<file path="src/rtl/serial_subtractor_if.sv">
// Request/result bundle for the bit-serial subtractor.
// The requester (master) drives the operands and start; the subtractor
// (slave) returns busy/done, the difference and the status flags.
interface serial_subtractor_if #(
  parameter int WIDTH = 8
);
  logic             start;
  logic [WIDTH-1:0] a;
  logic [WIDTH-1:0] b;
  logic             bin_init;
  logic             busy;
  logic             done;
  logic [WIDTH-1:0] d;
  logic             bout;
  logic             zero;
  logic             ovf;

  modport master (
    output start, a, b, bin_init,
    input  busy, done, d, bout, zero, ovf
  );

  modport slave (
    input  start, a, b, bin_init,
    output busy, done, d, bout, zero, ovf
  );
endinterface

</file>
<file path="src/rtl/serial_subtractor.sv">
// Bit-serial subtractor: d = a - b - bin_init, one full-subtractor cell
// evaluated per clock, LSB first. The borrow lives in a flop between bits.
// Result and flags are published together on the edge that processes the
// MSB and then held until the next completion.
module serial_subtractor #(
  parameter int WIDTH = 8
) (
  input  logic               clk,
  input  logic               rst,
  serial_subtractor_if.slave bus
);

  // Counter only has to reach WIDTH-1, so clog2(WIDTH) bits suffice.
  localparam int CW = (WIDTH > 1) ? $clog2(WIDTH) : 1;
  localparam logic [CW-1:0] CNT_LAST = CW'(WIDTH - 1);

  typedef enum logic {
    IDLE = 1'b0,
    RUN  = 1'b1
  } state_e;

  state_e           state_q, state_d;

  logic [CW-1:0]    cnt_q, cnt_d;
  logic [WIDTH-1:0] a_sh_q, a_sh_d;
  logic [WIDTH-1:0] b_sh_q, b_sh_d;
  logic [WIDTH-1:0] d_sh_q, d_sh_d;
  logic             brw_q, brw_d;

  logic [WIDTH-1:0] d_q, d_d;
  logic             bout_q, bout_d;
  logic             zero_q, zero_d;
  logic             ovf_q, ovf_d;
  logic             done_q, done_d;

  // FSM-decoded strobes
  logic             busy_s;
  logic             load_s;
  logic             finish_s;

  // Single full-subtractor cell on the current LSBs
  logic             diff_bit;
  logic             brw_new;
  logic [WIDTH-1:0] d_asm;
  logic             last_bit;

  assign diff_bit = a_sh_q[0] ^ b_sh_q[0] ^ brw_q;
  assign brw_new  = (~a_sh_q[0] & (b_sh_q[0] ^ brw_q)) | (b_sh_q[0] & brw_q);
  assign d_asm    = {diff_bit, d_sh_q[WIDTH-1:1]};
  assign last_bit = (cnt_q == CNT_LAST);

  // State register
  always_ff @(posedge clk) begin
    if (rst) begin
      state_q <= IDLE;
    end else begin
      state_q <= state_d;
    end
  end

  // Next-state logic: accept in IDLE, return to IDLE after the MSB
  always_comb begin
    state_d = state_q;
    case (state_q)
      IDLE: if (bus.start) state_d = RUN;
      RUN:  if (last_bit)  state_d = IDLE;
      default: state_d = IDLE;
    endcase
  end

  // Output decode: busy level plus load/finish strobes for the datapath
  always_comb begin
    busy_s   = 1'b0;
    load_s   = 1'b0;
    finish_s = 1'b0;
    case (state_q)
      IDLE: load_s = bus.start;
      RUN: begin
        busy_s   = 1'b1;
        finish_s = last_bit;
      end
      default: ;
    endcase
  end

  // Datapath next-state: load operands, shift one bit per cycle, publish on finish
  always_comb begin
    cnt_d  = cnt_q;
    a_sh_d = a_sh_q;
    b_sh_d = b_sh_q;
    d_sh_d = d_sh_q;
    brw_d  = brw_q;
    d_d    = d_q;
    bout_d = bout_q;
    zero_d = zero_q;
    ovf_d  = ovf_q;
    done_d = finish_s;

    if (load_s) begin
      a_sh_d = bus.a;
      b_sh_d = bus.b;
      brw_d  = bus.bin_init;
      cnt_d  = '0;
    end else if (busy_s) begin
      a_sh_d = {1'b0, a_sh_q[WIDTH-1:1]};
      b_sh_d = {1'b0, b_sh_q[WIDTH-1:1]};
      d_sh_d = d_asm;
      brw_d  = brw_new;
      // The counter stops at WIDTH-1 and is reloaded on the next accept.
      if (!last_bit) cnt_d = cnt_q + CW'(1);
    end

    if (finish_s) begin
      d_d    = d_asm;
      bout_d = brw_new;
      // Borrow into the MSB is the borrow flop before this edge.
      ovf_d  = brw_q ^ brw_new;
      zero_d = (d_asm == '0);
    end
  end

  // Datapath and result registers
  always_ff @(posedge clk) begin
    if (rst) begin
      cnt_q  <= '0;
      a_sh_q <= '0;
      b_sh_q <= '0;
      d_sh_q <= '0;
      brw_q  <= 1'b0;
      d_q    <= '0;
      bout_q <= 1'b0;
      zero_q <= 1'b0;
      ovf_q  <= 1'b0;
      done_q <= 1'b0;
    end else begin
      cnt_q  <= cnt_d;
      a_sh_q <= a_sh_d;
      b_sh_q <= b_sh_d;
      d_sh_q <= d_sh_d;
      brw_q  <= brw_d;
      d_q    <= d_d;
      bout_q <= bout_d;
      zero_q <= zero_d;
      ovf_q  <= ovf_d;
      done_q <= done_d;
    end
  end

  assign bus.busy = busy_s;
  assign bus.done = done_q;
  assign bus.d    = d_q;
  assign bus.bout = bout_q;
  assign bus.zero = zero_q;
  assign bus.ovf  = ovf_q;

endmodule

</file>
<file path="src/flat_wrapper.sv">
// flat-port wrapper written by rule: the top's interface ports become plain ports
module serial_subtractor_flat 
#(
  parameter int WIDTH = 8
)
  (clk, rst, bus_start, bus_a, bus_b, bus_bin_init, bus_busy, bus_done, bus_d, bus_bout, bus_zero, bus_ovf);
  serial_subtractor_if #(.WIDTH(WIDTH)) bus_i ();
  input  logic clk;
  input  logic rst;
  input wire logic [$bits(bus_i.start)-1:0] bus_start;
  input wire logic [$bits(bus_i.a)-1:0] bus_a;
  input wire logic [$bits(bus_i.b)-1:0] bus_b;
  input wire logic [$bits(bus_i.bin_init)-1:0] bus_bin_init;
  output wire logic [$bits(bus_i.busy)-1:0] bus_busy;
  output wire logic [$bits(bus_i.done)-1:0] bus_done;
  output wire logic [$bits(bus_i.d)-1:0] bus_d;
  output wire logic [$bits(bus_i.bout)-1:0] bus_bout;
  output wire logic [$bits(bus_i.zero)-1:0] bus_zero;
  output wire logic [$bits(bus_i.ovf)-1:0] bus_ovf;
  assign bus_i.start = bus_start;
  assign bus_i.a = bus_a;
  assign bus_i.b = bus_b;
  assign bus_i.bin_init = bus_bin_init;
  assign bus_busy = bus_i.busy;
  assign bus_done = bus_i.done;
  assign bus_d = bus_i.d;
  assign bus_bout = bus_i.bout;
  assign bus_zero = bus_i.zero;
  assign bus_ovf = bus_i.ovf;
  serial_subtractor #(.WIDTH(WIDTH)) u_core (.clk(clk), .rst(rst), .bus(bus_i));
endmodule
</file>
<file path="config.mk">
export PLATFORM = sky130hd
export DESIGN_NAME = serial_subtractor_flat
export DESIGN_NICKNAME = d
export VERILOG_FILES = /design/src/rtl/serial_subtractor_if.sv /design/src/rtl/serial_subtractor.sv /design/src/flat_wrapper.sv
export SDC_FILE = /design/constraint.sdc
export NUM_CORES = 1
export LEC_CHECK = 0
export CORE_MARGIN = 2
export CORE_UTILIZATION = 40
export DETAILED_ROUTE_END_ITERATION = 8
export PLACE_DENSITY = 0.74
export SYNTH_ARGS = -nofsm -noshare
export SYNTH_HDL_FRONTEND = slang
export SYNTH_SLANG_ARGS = --single-unit
export TNS_END_PERCENT = 30
</file>
<file path="constraint.sdc">
create_clock -name clk -period 2.6 [get_ports clk]
set_input_delay 0.26 -clock clk [delete_from_list [all_inputs] [get_ports clk]]
set_output_delay 0.26 -clock clk [all_outputs]
set_load 0.02 [all_outputs]
</file>
==> impl_metrics.json, run 1 <==
{
  "htree_levels": 2,
  "synth_top_area_cell": "dfxtp_1",
  "cp-end-kind": "output pin",
  "initial_core_util_pct": 41.93,
  "rows": 23,
  "peakVddDrop_mv": 0.2846,
  "layout.cells.non_filler": 250,
  "route.detailed.drc": 0,
  "clk_latency_ns": 0.29,
  "grt_util_all_layers_pct": 14.29,
  "timing.clock.skew_ns": 0.005893,
  "fin_nets": 222,
  "start_kind": "flop",
  "cpPeakStageDelay_ns": 0.65,
  "worstSetupPathType": "reg2out",
  "syn_avg_cell_area_sq_um": 10.11,
  "syn_area_sq_um": 1689,
  "die_area_sq_um": 4759,
  "clock-sinks": 40,
  "synth_cells": 167,
  "postSynth.asyncResetShare_pct": 0,
  "avgRoutedWirePerCell_microns": 11.43,
  "synth_edf_count": 0,
  "min_path_type": "reg2reg",
  "status": "finished clean",
  "drtPass1Iterations": 3,
  "vias_per_cell": 4.776,
  "place_congestion": 0.7482,
  "grt_max_degree": 41,
  "critPathSlowestCell": "clkdlybuf4s50_1",
  "maxClockFrequency_ghz": 0.5609,
  "antenna_found_initial": 0,
  "ys_seq_elements": 40,
  "ys.flop_type": "dfxtp_1",
  "die_w_microns": 68.99,
  "hold_viol": 0,
  "setup_tns_ns": 0,
  "cts_made_buffers": 5,
  "ys_warn_count": 0,
  "arrival_ns": 1.52,
  "leakage_nw": 0.8338,
  "antennaDiodeCount": 0,
  "cp_max_fo": 15,
  "cts_tree": "built",
  "grt_pass1_vias": 1134,
  "core_sq_um": 4029,
  "dp.cells": 242,
  "holdWs_ns": 0.4551,
  "mostFrequentLayoutCell": "dfxtp_1",
  "final_cell_mix": "dfxtp_1, clkdlybuf4s50_1, nor2_1",
  "path_cells": "buf_4, clkdlybuf4s50_1",
  "cts.reportedPaths.clkPinSlew_ns": 0.08,
  "hold_buffers": 0,
  "area_delta_synth_final_pct": 26.52,
  "cts-root-buf": "clkbuf_8",
  "overflow": 0,
  "syn_nets": 190,
  "hpwlAfterDp_microns": 1973,
  "post-route-min-period_ns": 1.783,
  "ant_nets": 0,
  "synth_area_leaders": "dfxtp_1, mux2i_1, mux2_4, nor2_1, mux2_2",
  "drive_above_1_share_pct": 13.50,
  "die_y_microns": 68.99,
  "cts_setup_buffers": 0,
  "fin_crit_sh_pct": 68.57,
  "cts.repair.resized": 0,
  "finalWirelength_microns": 2857,
  "vias": 1194,
  "setup_viol": 0,
  "relSlewSlack_pct": 63.67,
  "ioPinCount": 33,
  "synth_cell_types": 25,
  "port_buffers": 32,
  "worst_pin_slew_ns": 0.5449,
  "rsz0062_at_grt": "false",
  "ys_seq_area_share_pct": 47.41,
  "synth_top_area_share_pct": 47.41,
  "cp_data_required_time_ns": 2.34,
  "power.density_nw_per_um2": 609.1,
  "grt_pass1_wl_microns": 4981,
  "maxCapViolCount": 0,
  "slew_violations": 0,
  "clockBufferDepth": 2,
  "drtIter0Drc": 65
}
## cell type report
class | instances | area, sq um
Fill cell | 392 | 1892
Multi-Input combinational cell | 115 | 803.3
Sequential cell | 40 | 800.8
Timing Repair Buffer | 36 | 350.3
Clock buffer | 5 | 68.82
Tap cell | 50 | 62.56
Clock inverter | 3 | 47.55
Inverter | 1 | 3.754
## registers in the layout, indices dropped and copies added (netlist names)
register         count
u_core.bus.d         8
u_core.b_sh_q        8
u_core.cnt_q         3
u_core.a_sh_q        8
u_core.state_q       1
u_core.brw_q         1
u_core.bus.ovf       1
u_core.bus.bout      1
u_core.bus.zero      1
u_core.bus.done      1
u_core.d_sh_q        7
## metrics by stage
| step | util (%) | worst slack [ns] | power (mW) | area (sq um) |
|---|---|---|---|---|
| finish | 53.04 | 0.8171 | 1.302 | 2137 |
| global route | 53.04 | 0.7383 | 1.369 | 2137 |
| CTS | 53.04 | 0.7951 | 1.324 | 2137 |
| detailed placement | 50.16 | 0.9187 | 0.8120 | 2021 |
| global placement | 50.16 | 0.9374 | 0.8099 | 2021 |
| floorplan | - | 1.224 | 0.7670 | 1689 |
## logic make-up (layout without fill, tap and decap cells)
family	count (synthesis)	count (layout)	synth area share, %
buffers and inverters	12	45	5.036
DFF	40	40	47.41
AOI/OAI and AO/OA	18	18	5.778
adders and majority gates	3	3	2.666
muxes	38	38	25.19
and+or+nand+nor	55	55	13.41
xor gates and xnor gates	1	1	0.5186
## worst max-delay path, delay by kind of cell, from the launching register on
| family | cells | cell delay [ns] |
|---|---|---|
| buffers and inverters | 2 | 0.90 |
| flip-flops | 1 | 0.33 |
## metal layers
layer | GRT usage [%] | share of wire, % | routed length, microns | up-vias
met5 | 0 | 0 | 0 | -
met4 | 8.088 | 2.0 | 57 | 0
met3 | 3.571 | 4.5 | 128 | 5
met2 | 23.20 | 46 | 1327 | 24
met1 | 17.15 | 47 | 1343 | 537
li1 | - | - | - | 628
## synth_stat cells, types with 2 or more instances
cell type,n
nand2_1,20
o21ai_0,3
a211oi_1,3
buf_4,4
nor3_1,3
clkbuf_1,4
a21oi_1,12
dfxtp_1,40
ha_1,2
mux2_2,8
mux2i_1,23
mux2_4,7
nor2_1,26
## final timing paths
path / startpoint / end / slack [ns] / cells after the start
worst max-delay path: u_core.state_q / bus_busy / 0.82 / 2
worst max register to register: u_core.cnt_q[0] / u_core.cnt_q[0] / 1.04 / 5
worst min register to register: u_core.bus.d[6] / u_core.bus.d[6] / 0.46 / 2
worst min-delay path: u_core.bus.d[6] / u_core.bus.d[6] / 0.46 / 2
## report_power, final
group	internal, mW	leakage (nW)	total (mW)	switching (mW)
logic	0.0877	0.450	0.147	0.0591
registers	0.634	0.326	0.648	0.0138
clock network	0.289	0.0583	0.507	0.218
total	1.01	0.834	1.30	0.291
Note: power is estimated with default switching activity, not from simulation.
==> inputs of run 2 (changes only) <==
==> constraint.sdc (replaced) <==
create_clock -name clk -period 1.7 [get_ports clk]
set_input_delay 0.17 -clock clk [delete_from_list [all_inputs] [get_ports clk]]
set_output_delay 0.17 -clock clk [all_outputs]
set_load 0.02 [all_outputs]
==> run 2 against run 1 <==
Net effect:
- clock skew grew 0.0022 ns
- sequential share of layout area shrank 0.30 points
- largest cell class unchanged
- critical path depth grew 2
==> impl_metrics.json, run 2 (synthesis results as in run 1) <==
{
  "drive_above_1_share_pct": 13.50,
  "core_sq_um": 4029,
  "fin_util_pct": 53.48,
  "mostFrequentLayoutCell": "dfxtp_1",
  "maxCapViolCount": 0,
  "clk_latency_ns": 0.29,
  "start_kind": "flop",
  "power.density_nw_per_um2": 918.2,
  "antennaDiodeCount": 0,
  "fin_crit_sh_pct": 87.59,
  "die_w_microns": 68.99,
  "timing.clock.skew_ns": 0.008088,
  "area_delta_synth_final_pct": 27.56,
  "post-route-min-period_ns": 1.489,
  "place_congestion": 0.7848,
  "fin_ws_ns": 0.2111,
  "rsz0062_at_grt": "false",
  "arrival_ns": 1.70,
  "min_path_type": "reg2reg",
  "rows": 23,
  "cp-end-kind": "flop",
  "leakage_nw": 0.8406,
  "die_y_microns": 68.99,
  "overflow": 0,
  "cts-root-buf": "clkbuf_8",
  "peakVddDrop_mv": 0.4560,
  "cts_made_buffers": 5,
  "cts.reportedPaths.clkPinSlew_ns": 0.08,
  "cts_setup_buffers": 0,
  "ant_nets": 0,
  "hpwlAfterDp_microns": 2002,
  "port_buffers": 32,
  "cp_max_fo": 3,
  "grt_max_degree": 41,
  "relSlewSlack_pct": 76.29,
  "htree_levels": 2,
  "hold_viol": 0,
  "die_area_sq_um": 4759,
  "grt_pass1_wl_microns": 4892,
  "clockBufferDepth": 2,
  "cts_tree": "built",
  "drtPass1Iterations": 4,
  "cts.repair.resized": 0,
  "initial_core_util_pct": 41.93,
  "worstSetupPathType": "reg2reg",
  "drtIter0Drc": 56,
  "ioPinCount": 33,
  "status": "finished clean",
  "clock-sinks": 40,
  "grt_util_all_layers_pct": 14.10,
  "final_cell_mix": "dfxtp_1, clkdlybuf4s50_1, nor2_1",
  "slew_violations": 0,
  "fin_nets": 222,
  "dp_slack_ns": 0.1348,
  "vias_per_cell": 4.820,
  "cp_data_required_time_ns": 1.91,
  "worst_pin_slew_ns": 0.3548,
  "grt_pass1_vias": 1141,
  "r2r_slack_ns": 0.21,
  "setup_tns_ns": 0,
  "maxClockFrequency_ghz": 0.6716,
  "finalWirelength_microns": 2991,
  "holdWs_ns": 0.4573,
  "hold_buffers": 0,
  "p_total_mw": 1.978,
  "route.detailed.drc": 0,
  "avgRoutedWirePerCell_microns": 11.96,
  "antenna_found_initial": 0,
  "vias": 1205,
  "setup_viol": 0
}
[run 2: changes by cell type in the layout (fill, tap and decap cells not counted), sizes merged]
cell,before,now
clkinv,2,1
clkbuf,5,6
[run 2: where the power goes]
| part | switching (mW) | total, mW | internal (mW) |
|---|---|---|---|
| registers | 0.0232 | 0.994 | 0.970 |
| logic | 0.0917 | 0.232 | 0.140 |
| clock network | 0.317 | 0.753 | 0.436 |
| total | 0.432 | 1.98 | 1.55 |
[run 2: per-stage QoR]
| step | cells | cell area (sq um) |
|---|---|---|
| floorplan | 167 | 1689 |
| global placement | 242 | 2046 |
| detailed placement | 242 | 2046 |
| CTS | 250 | 2153 |
| global route | 250 | 2155 |
| finish | 250 | 2155 |
[run 2: worst paths after layout]
check                    endpoint  depth (start not counted)       startpoint
hold reg to reg   u_core.bus.d[0]                          2  u_core.bus.d[0]
hold / removal    u_core.bus.d[0]                          2  u_core.bus.d[0]
setup / recovery  u_core.bus.zero                          4     u_core.brw_q
setup reg to reg  u_core.bus.zero                          4     u_core.brw_q
[run 2: routing by layer]
metal | part of all wire (%) | track usage (%) | vias up | wire length [microns]
met5 | 0 | 0 | - | 0
met4 | 1.4 | 5.882 | 0 | 42
met3 | 4.6 | 4.058 | 4 | 137
met2 | 45 | 23.92 | 23 | 1341
met1 | 49 | 16.58 | 549 | 1470
li1 | - | - | 629 | -
[run 2: cell type report]
cell class                      count  area, sq um
Sequential cell                    40        800.8
Inverter                            1        3.754
Fill cell                         373         1874
Tap cell                           50        62.56
Clock buffer                        6        72.57
Clock inverter                      2        35.03
Multi-Input combinational cell    115        804.5
Timing Repair Buffer               36        375.4
[run 2: critical path, stage by stage, from the launching register on]
cell,delay [ns]
dfxtp_1,0.35
fa_1,0.58
nor4b_1,0.23
nand3_1,0.12
a21oi_1,0.14
==> inputs of run 3 (changes only) <==
--- a/config.mk
+++ b/config.mk
@@ -9,6 +9,8 @@
 export CORE_UTILIZATION = 40
 export DETAILED_ROUTE_END_ITERATION = 8
 export PLACE_DENSITY = 0.74
+export SETUP_SLACK_MARGIN = 0.3
+export SLEW_MARGIN = 30
 export SYNTH_ARGS = -nofsm -noshare
 export SYNTH_HDL_FRONTEND = slang
 export SYNTH_SLANG_ARGS = --single-unit
==> constraint.sdc (replaced) <==
create_clock -name clk -period 1.59 [get_ports clk]
set_input_delay 0.159 -clock clk [delete_from_list [all_inputs] [get_ports clk]]
set_output_delay 0.159 -clock clk [all_outputs]
set_load 0.02 [all_outputs]
==> run 3 against run 2 <==
Net effect:
- power rose by 0.62%
- largest power group unchanged
- global-route usage rose by 0.40 points
- critical endpoint unchanged
- sequential power rose by 7%
- die area did not move
- fmax rose by 6.9%
==> impl_metrics.json, run 3 (synthesis results as in run 1) <==
{
  "vias": 1237,
  "final_cell_mix": "dfxtp_1, nor2_1, clkdlybuf4s50_1",
  "core_sq_um": 4029,
  "setup_viol": 0,
  "cp_max_fo": 2,
  "fillCellCount": 387,
  "die_w_microns": 68.99,
  "grt_util_all_layers_pct": 14.50,
  "r2r_slack_ns": 0.20,
  "power_frac_comb_pct": 13.0,
  "port_buffers": 32,
  "cp_data_required_time_ns": 1.81,
  "clock-sinks": 40,
  "start_kind": "flop",
  "grtUsageMet3_pct": 5.195,
  "arrival_ns": 1.61,
  "crit_end": "u_core.bus.zero",
  "ant_nets": 0,
  "cp_top_family": "adder cells",
  "relSlewSlack_pct": 83.24,
  "clk_latency_ns": 0.28,
  "die_area_sq_um": 4759,
  "overflow": 0,
  "fin_nets": 224,
  "internal_power_mw": 1.548,
  "cts.reportedPaths.clkPinSlew_ns": 0.07,
  "dp_slack_ns": 0.09146,
  "path_buf_inv": 1,
  "fin_crit_sh_pct": 87.59,
  "holdPathStages": 2,
  "setup_tns_ns": 0,
  "ioPinCount": 33,
  "r2r_cells": 5,
  "post-route-min-period_ns": 1.393,
  "power_switching_uw": 442.3,
  "leakage_nw": 0.9583,
  "drtPass1Iterations": 4,
  "maxClockFrequency_ghz": 0.7180,
  "vias_per_cell": 4.909,
  "avgRoutedWirePerCell_microns": 11.62,
  "maxCapViolCount": 0,
  "status": "finished clean",
  "multi_input_area_sq_um": 817.0,
  "met2_usage_pct": 23.20,
  "peakVddDrop_mv": 0.4840,
  "route.detailed.drc": 0,
  "power.density_nw_per_um2": 911.8,
  "fin_ws_ns": 0.1973,
  "cp-end-kind": "flop",
  "use_met1_pct": 16.97,
  "antenna_found_initial": 0,
  "cts_made_buffers": 5,
  "mostFrequentLayoutCell": "dfxtp_1",
  "cts-root-buf": "clkbuf_8",
  "clockBufferDepth": 2,
  "regArea_sq_um": 802.0,
  "critPathSlowestCell": "fa_1",
  "drtIter0Drc": 56,
  "grt_max_degree": 41,
  "grt-busiest-layer": "met2",
  "place_congestion": 0.7521,
  "min_path_type": "reg2reg",
  "seqPwrFrac_pct": 53.4,
  "antennaDiodeCount": 0,
  "cts_tree": "built",
  "slew_violations": 0,
  "grt_pass1_wl_microns": 5050,
  "finalWirelength_microns": 2929,
  "path_cells": "inv_2, fa_1, nor4b_2, nand3_1, a21oi_1",
  "htree_levels": 2,
  "clkPwrFrac_pct": 33.6,
  "die_y_microns": 68.99,
  "hold_viol": 0,
  "rsz0062_at_grt": "true",
  "cp.depth": 5,
  "hpwlAfterDp_microns": 2058,
  "rows": 23,
  "grt_pass1_vias": 1206,
  "worst_pin_slew_ns": 0.2491,
  "area_delta_synth_final_pct": 29.26,
  "initial_core_util_pct": 41.93,
  "cpPeakStageDelay_ns": 0.52,
  "drive_above_1_share_pct": 16.34,
  "switching_share_pct": 22.22,
  "timing.rr.start": "u_core.a_sh_q[0]",
  "critPathLaunch": "u_core.a_sh_q[0]",
  "timing.clock.skew_ns": 0.003176,
  "worstSetupPathType": "reg2reg",
  "r2r_end": "u_core.bus.zero"
}
==> run 3: worst reg2reg max path, delay by kind of cell (launching register included) <==
kind	cells	cell delay (ns)
buffers and inverters	1	0.04
AND/OR/NAND/NOR	2	0.30
AO/OA/AOI/OAI	1	0.14
flip-flops	1	0.34
adder cells (fa/ha/maj)	1	0.52
==> run 3: routing by layer <==
layer,vias up,part of all wire [%]
met5,-,0
met2,23,46
met4,0,2.0
li1,636,-
met1,574,49
met3,4,3.2
==> run 3: final cells by class <==
class / instances / share of cell area [%]
well taps: 50 / 2.865
clock buffers: 8 / 4.126
flip-flops and latches: 40 / 36.73
multi-input cells: 115 / 37.42
repair buffers: 38 / 18.68
inverters: 1 / 0.1719
==> run 3: through the flow <==
stage	power, mW	util (%)	hold WS, ns	cell area, sq um	cells
after detailed placement	1.339	51.18	0.4471	2062	243
after floorplan	1.256	-	0.3543	1708	167
after global placement	1.335	51.18	0.4422	2062	243
after global routing	2.085	54.19	0.4666	2183	252
final	1.991	54.19	0.4505	2183	252
after CTS	2.015	53.79	0.4568	2167	252
==> run 3: power by group through the flow <==
stage               registers (mW)  clock network, mW  logic, mW
floorplan                     1.08                  0      0.176
global placement              1.08                  0      0.251
detailed placement            1.09                  0      0.254
CTS                           1.06              0.692      0.260
global route                  1.07              0.735      0.283
finish                        1.06              0.669      0.259
==> run 3: repair_timing <==
action                     in CTS  in global routing
gates resized for setup         5                  8
setup endpoints to repair      27                 27
hold buffers                    0                  0
buffers inserted                1                  0
gates cloned                    0                  0
pin swaps                       1                  3
==> run 3: worst min path at each step <==
| stage | endpoint | slack [ns] | from |
|---|---|---|---|
| 4_1_cts | u_core.bus.d[0] | 0.46 | u_core.bus.d[0] |
| 2_1_floorplan | u_core.a_sh_q[7] | 0.35 | bus_a[7] |
| 5_1_grt | u_core.bus.zero | 0.47 | u_core.bus.zero |
| 6_report | u_core.bus.zero | 0.45 | u_core.bus.zero |
| 3_3_place_gp | u_core.bus.zero | 0.44 | u_core.bus.zero |
| 3_5_place_dp | u_core.bus.d[0] | 0.45 | u_core.bus.d[0] |
